==> src/rtl/softmax_max_sub.sv <==
// Softmax front end: buffers one row of signed logits while tracking the row maximum,
// then streams saturated (x[i] - max) values in arrival order for the exp stage.
module softmax_max_sub #(
  parameter int unsigned DW     = 32,
  parameter int unsigned RowLen = 128
) (
  input  logic                 clk_i,
  input  logic                 rst_i,
  input  logic                 enable_i,
  input  logic                 in_valid_i,
  input  logic signed [DW-1:0] qin_i,
  output logic                 in_ready_o,
  output logic                 out_valid_o,
  output logic signed [DW-1:0] qout_o,
  output logic                 out_last_o
);

  localparam int unsigned CntW = (RowLen > 1) ? $clog2(RowLen) : 1;
  localparam logic [CntW-1:0] LastIdx = CntW'(RowLen - 1);
  localparam logic signed [DW-1:0] MinVal = {1'b1, {(DW-1){1'b0}}};

  typedef enum logic [0:0] {StCollect, StDrain} state_e;

  state_e                state_q;
  logic [CntW-1:0]       wr_cnt_q;
  logic [CntW-1:0]       rd_cnt_q;
  logic signed [DW-1:0]  max_q;
  logic signed [DW-1:0]  buf_q [RowLen];

  logic                  accept;
  logic signed [DW-1:0]  rd_data;
  logic signed [DW:0]    diff_wide;
  logic signed [DW-1:0]  diff_sat;

  assign in_ready_o = enable_i & ~rst_i & (state_q == StCollect);
  assign accept     = in_valid_i & in_ready_o;
  assign rd_data    = buf_q[rd_cnt_q];

  // Every buffered element is <= max, so only negative overflow of the wide difference can occur.
  always_comb begin
    diff_wide = {rd_data[DW-1], rd_data} - {max_q[DW-1], max_q};
    if (diff_wide[DW] != diff_wide[DW-1]) begin
      diff_sat = MinVal;
    end else begin
      diff_sat = diff_wide[DW-1:0];
    end
  end

  // Row storage carries no reset; stale contents are always overwritten before being read.
  always_ff @(posedge clk_i) begin
    if (accept) begin
      buf_q[wr_cnt_q] <= qin_i;
    end
  end

  always_ff @(posedge clk_i or posedge rst_i) begin
    if (rst_i) begin
      state_q     <= StCollect;
      wr_cnt_q    <= '0;
      rd_cnt_q    <= '0;
      max_q       <= MinVal;
      out_valid_o <= 1'b0;
      out_last_o  <= 1'b0;
      qout_o      <= '0;
    end else if (enable_i) begin
      unique case (state_q)
        StCollect: begin
          out_valid_o <= 1'b0;
          out_last_o  <= 1'b0;
          if (in_valid_i) begin
            if (qin_i > max_q) begin
              max_q <= qin_i;
            end
            if (wr_cnt_q == LastIdx) begin
              wr_cnt_q <= '0;
              state_q  <= StDrain;
            end else begin
              wr_cnt_q <= wr_cnt_q + 1'b1;
            end
          end
        end
        StDrain: begin
          qout_o      <= diff_sat;
          out_valid_o <= 1'b1;
          out_last_o  <= (rd_cnt_q == LastIdx);
          if (rd_cnt_q == LastIdx) begin
            rd_cnt_q <= '0;
            max_q    <= MinVal;
            state_q  <= StCollect;
          end else begin
            rd_cnt_q <= rd_cnt_q + 1'b1;
          end
        end
        default: state_q <= StCollect;
      endcase
    end
  end

endmodule
==> config.mk <==
export PLATFORM = sky130hd
export DESIGN_NAME = softmax_max_sub
export DESIGN_NICKNAME = d
export VERILOG_FILES = /design/src/rtl/softmax_max_sub.sv
export SDC_FILE = /design/constraint.sdc
export NUM_CORES = 2
export LEC_CHECK = 0
export ABC_AREA = 0
export CORE_UTILIZATION = 63
export DETAILED_ROUTE_END_ITERATION = 8
export DONT_BUFFER_PORTS = 1
export GPL_ROUTABILITY_DRIVEN = 0
export PLACE_DENSITY = 0.79
export SLEW_MARGIN = 5
export SYNTH_ARGS = -nofsm -noshare
export SYNTH_HDL_FRONTEND = slang
export SYNTH_SLANG_ARGS = --single-unit
==> constraint.sdc <==
create_clock -name clk_i -period 7.4 [get_ports clk_i]
set_input_delay 1.48 -clock clk_i [delete_from_list [all_inputs] [get_ports clk_i]]
set_output_delay 1.48 -clock clk_i [all_outputs]
set_load 0.005 [all_outputs]
# == After elaboration in Yosys (flattened, before gate mapping) ==
# Memory sizes are Yosys's and may differ from the RTL's.
# Cells that the tools add are included.
# W data, S select, Z words.
# op_classes
order_cmp,1
reduce_logical,3
bitwise,5
addsub,3
n_mux,15
eq_ne,6
# ops
op,n
$mux W32,4
$pmux W32 S2,1
$sub A32 B32 Y33,1
$gt A32 B32 Y1,1
$add A7 B1 Y7 const B,2
$eq A7 B7 Y1 const B,2
$mux W7,2
$pmux W1 S2,3
$mux W1,5
$ne A2 B1 Y1 const B,2
$reduce_and A4 Y1,1
$and A1 B1 Y1,3
$reduce_and A3 Y1,1
$ne A2 B2 Y1 const B,1
$not A1 Y1,2
$reduce_and A2 Y1,1
$ne A1 B1 Y1,1
# totals
output_inout_bits,35
reg_bits,81
word_cells,41
ram_bits,4096
mem_count,1
# memory_table
name,depth,word_bits,read_ports,rd_ports_with_merged_regs,wr,line,text
buf_q,128,32,1,0,1,28,logic signed [DW-1:0] buf_q [RowLen];

# == Longest topological paths before layout ==
# logic_depth
ltp_word,6
ltp_mapped,24
ltp_nobuf,20

# == Worst setup path after synthesis ==
# No wires, ideal clock.
# synth_path
kind,flip-flop to flip-flop
startpoint,register rd_cnt_q[1]
endpoint,register qout_o[10]
synth_period_minus_slack_ns,6.112
path_buffers,5
stages_incl_launch_ff,23
setup_time_ns,0.066
t_arrival_ns,6.046
slack_ns,1.288
required_ns,7.334
path_cell_list,dfrtp_1 > buf_2 > buf_2 > clkbuf_1 > clkbuf_1 > mux4_2 > mux4_2 > mux4_2 > mux2_2 > ha_1 > nor2b_1 > o31ai_1 > a21boi_0 > o2111ai_1 > a21oi_1 > a41oi_1 > o31ai_1 > o41ai_1 > xor2_1 > ha_1 > nor2_1 > clkbuf_1 > a22o_1
# synth_between
elab_chain_len,4
# synth_rtl
item,line,text
from (decl),26,logic [CntW-1:0] rd_cnt_q;
from (signal assigned),91,rd_cnt_q <= rd_cnt_q + 1'b1;
$mem_v2 Z128 W32 (*),--,
$sub A32 B32 Y33 (*),41,"diff_wide = {rd_data[DW-1], rd_data} - {max_q[DW-1], max_q};"
$ne A1 B1 Y1,42,if (diff_wide[DW] != diff_wide[DW-1]) begin
$mux W32 (*),42,
to (signal assigned),83,qout_o <= diff_sat;
to (decl),14,"output logic signed [DW-1:0] qout_o,"
# Mark *: on every way between the ends. The rest lies on a longest branch, timed or not.
# A chain may end at the register's enable or synchronous reset.

# == Worst setup path in the final report ==
# layout_path
startpoint,register rd_cnt_q[0]
endpoint,register qout_o[29]
# Same word-level chain as after synthesis.

==> reports/qor.yml <==
status:
  status: "complete, but fails checks"
  violations: "DRC"
die:
  dieWidth_microns: 507.8
  ios: 71
  core_area_sq_mm: 0.2542
  start_util: 0.6343
  dieHeight_microns: 507.8
  dieArea_sq_mm: 0.2579
  row_count: 185
timing:
  hold_violations: 0
  fmax_mhz: 138.2
  post-route-period-util: 0.9777
  setup-violations-final: 0
  hold_slack_ns: 0.5341
  fin_setup_tns_ns: 0
  rsz0062_at_grt: "false"
  fin_crit_ns: 7.235
  slew_violations: 0
  worstMarginPinSlew_ns: 1.249
  finalWorstSetupSlack_ns: 0.1647
  maxSlewHeadroom: 0.1655
  fin_skew_ns: 0.07286
placement:
  io_buffers: 0
  dp_hpwl_microns: 232700
  place_inst: 9863
  place_ws_ns: 0.4524
clock_network:
  cts_tree: "built"
  hold_buffers: 0
  cts_buffer_depth: 4
  numCtsBuffers: 412
  cts_setup_buffers: 0
  htreeDepth: 5
  cts-root-buf: "clkbuf_16"
  clk_latency_ns: 1.04
  path_clk_slew_ns: 0.07
  ctsResizeCount: 0
  clock_sinks: 4177
job:
  maxCapViolCount: 0
logic_synthesis:
  synth_edf_count: 4096
  synth_cells: 6549
  async_flop_share: 0.01939
  synth_area_per_cell_sq_um: 24.61
  synth_nets: 6653
  yosysUniqueCellTypes: 58
  ys_seq_elements: 4177
  ys.flop_type: "edfxtp_1"
  syn_area_sq_mm: 0.1612
  ys_seq_area_frac: 0.7756
  netlist.area_leader.share: 0.7630
  synth_top_area_cell: "edfxtp_1"
  synth.area.top_cells: "edfxtp_1, mux4_2, dfrtp_1, ha_1, clkbuf_1"
  synth_warnings: 0
routing:
  drc: 14
  via_per_inst: 7.632
  wl_per_cell_microns: 45.20
  initialDrtViolationCount: 15680
  postRouteWirelength_microns: 480700
  dr_total_vias: 81170
  ant_nets: 0
  first_pass_iters: 8
finish:
  fin_cells: 10640
  areaGrowthSynthToFinish_pct: 12.23
  drive_gt1_frac: 0.3308
  final_cell_mix: "edfxtp_1, mux4_2, clkbuf_16, buf_4, clkinv_1"
  layout_commonest_cell: "edfxtp_1"
  layout.nets: 7015
worst_setup_path:
  worstPathMaxFanout: 26
  crit_type: "flip-flop to flip-flop"
  crit_path_end_kind: "flip-flop"
  arrival_ns: 8.08
  cp-start-kind: "flip-flop"
  cp_data_required_time_ns: 8.25
grt:
  grt_antenna_before_repair: 82
  grt_util_all_layers: 0.3794
  grt_pass1_vias: 81260
  grt_overflow: 0
  grt_pass1_wl_microns: 660600
  grt_max_degree: 131
power:
  combPwrFrac: 0.239
  p_per_area_mw_per_mm2: 348.3
  clkPwrFrac: 0.337
  leakage_nw: 56.06
  peakVddDrop_uv: 311.3
  switching_share: 0.2926
  netSwitchingPower_w: 0.01844
  seqPwrFrac: 0.423
  p_int_w: 0.04458
worst_hold_path:
  hold_class: "flip-flop to flip-flop"
[layout make-up]
class | count | area (sq um)
Sequential cell | 4177 | 125000
Fill cell | 12990 | 73250
Multi-Input combinational cell | 1965 | 35380
Clock buffer | 485 | 10740
Tap cell | 3366 | 4212
Timing Repair Buffer | 285 | 2640
Clock inverter | 251 | 2534
Inverter | 70 | 265.3
Antenna cell | 37 | 92.59
[critical path: stages (launching register included)]
cell,delay [ns]
dfrtp_4,0.45
buf_12,0.22
buf_12,0.26
buf_4,0.33
mux4_2,0.56
mux4_2,0.68
mux4_2,0.54
mux2_2,0.32
ha_1,0.35
nand4_1,0.18
nor2_1,0.16
a21boi_0,0.31
o2111ai_1,0.18
a21oi_1,0.34
a41oi_1,0.32
o31ai_2,0.42
o41ai_1,0.13
xor2_1,0.15
ha_1,0.47
nor2_2,0.08
buf_4,0.23
o31a_1,0.12
a22o_1,0.21
[through the flow]
step	area, sq um	power, W	utilization
global route	180800	0.06389	0.7115
floorplan	161200	0.03593	-
detailed placement	167500	0.04103	0.6592
CTS	180800	0.06227	0.7114
global placement	167500	0.04076	0.6592
finish	180900	0.06302	0.7118
[cell families (layout without fill, tap and decap cells)]
| logic type | Yosys count | after routing | synth area share |
|---|---|---|---|
| adders and majority gates | 68 | 68 | 0.005324 |
| and+or+nand+nor | 303 | 303 | 0.008321 |
| other | 0 | 37 | 0 |
| DFF | 4177 | 4177 | 0.7756 |
| muxes | 1409 | 1409 | 0.1921 |
| xor gates and xnor gates | 32 | 32 | 0.001739 |
| buffers and inverters | 407 | 1091 | 0.01039 |
| AOI/OAI and AO/OA | 153 | 153 | 0.006582 |
[power by group through the flow]
stage | clock network [W] | logic [W] | registers [W]
2_1_floorplan | 0 | 0.00914 | 0.0268
3_3_place_gp | 0 | 0.0137 | 0.0271
3_5_place_dp | 0 | 0.0139 | 0.0271
4_1_cts | 0.0212 | 0.0145 | 0.0266
5_1_grt | 0.0220 | 0.0152 | 0.0267
6_report | 0.0213 | 0.0151 | 0.0267
[cell usage after synthesis (27+ instances only)]
cell	count
a21o_1	27
a21oi_1	28
buf_1	28
buf_2	106
clkbuf_1	200
dfrtp_1	80
edfxtp_1	4096
ha_1	67
inv_1	70
mux2_2	32
mux2i_1	33
mux4_2	1344
nand2_1	82
nor2_1	108
nor3_1	53
[routing by layer]
| layer | part of all wire | track usage | vias up | routed length (microns) |
|---|---|---|---|---|
| li1 | - | - | 29140 | - |
| met1 | 0.31 | 0.4757 | 41980 | 147100 |
| met2 | 0.47 | 0.5906 | 8210 | 227600 |
| met5 | 0.0012 | 0.001667 | - | 585 |
| met4 | 0.070 | 0.2130 | 76 | 33590 |
| met3 | 0.15 | 0.1249 | 1760 | 71850 |
[path summary, 6_finish.rpt]
| kind | end | slack [ns] | startpoint | cells after the start |
|---|---|---|---|---|
| max | qout_o[29]$_DFFE_PP0P_ | 0.16 | rd_cnt_q[0]$_DFFE_PP0P_ | 22 |
| min | max_q[22]$_DFFE_PP0P_ | 0.53 | max_q[22]$_DFFE_PP0P_ | 2 |
| max reg2reg | qout_o[29]$_DFFE_PP0P_ | 0.16 | rd_cnt_q[0]$_DFFE_PP0P_ | 22 |
| min reg2reg | max_q[22]$_DFFE_PP0P_ | 0.53 | max_q[22]$_DFFE_PP0P_ | 2 |
| max in group asynchronous | rd_cnt_q[6]$_DFFE_PP0P_ | 5.60 | rst_i | 2 |
| min in group asynchronous | wr_cnt_q[1]$_DFFE_PP0P_ | 0.91 | rst_i | 2 |
[sequential cells by signal, summed over array words and instances (netlist names)]
signal       flops
out_valid_o      1
state_q          1
qout_o          32
buf_q         4096
wr_cnt_q         7
max_q           32
rd_cnt_q         7
out_last_o       1
Note: power is estimated with default switching activity, not from simulation.
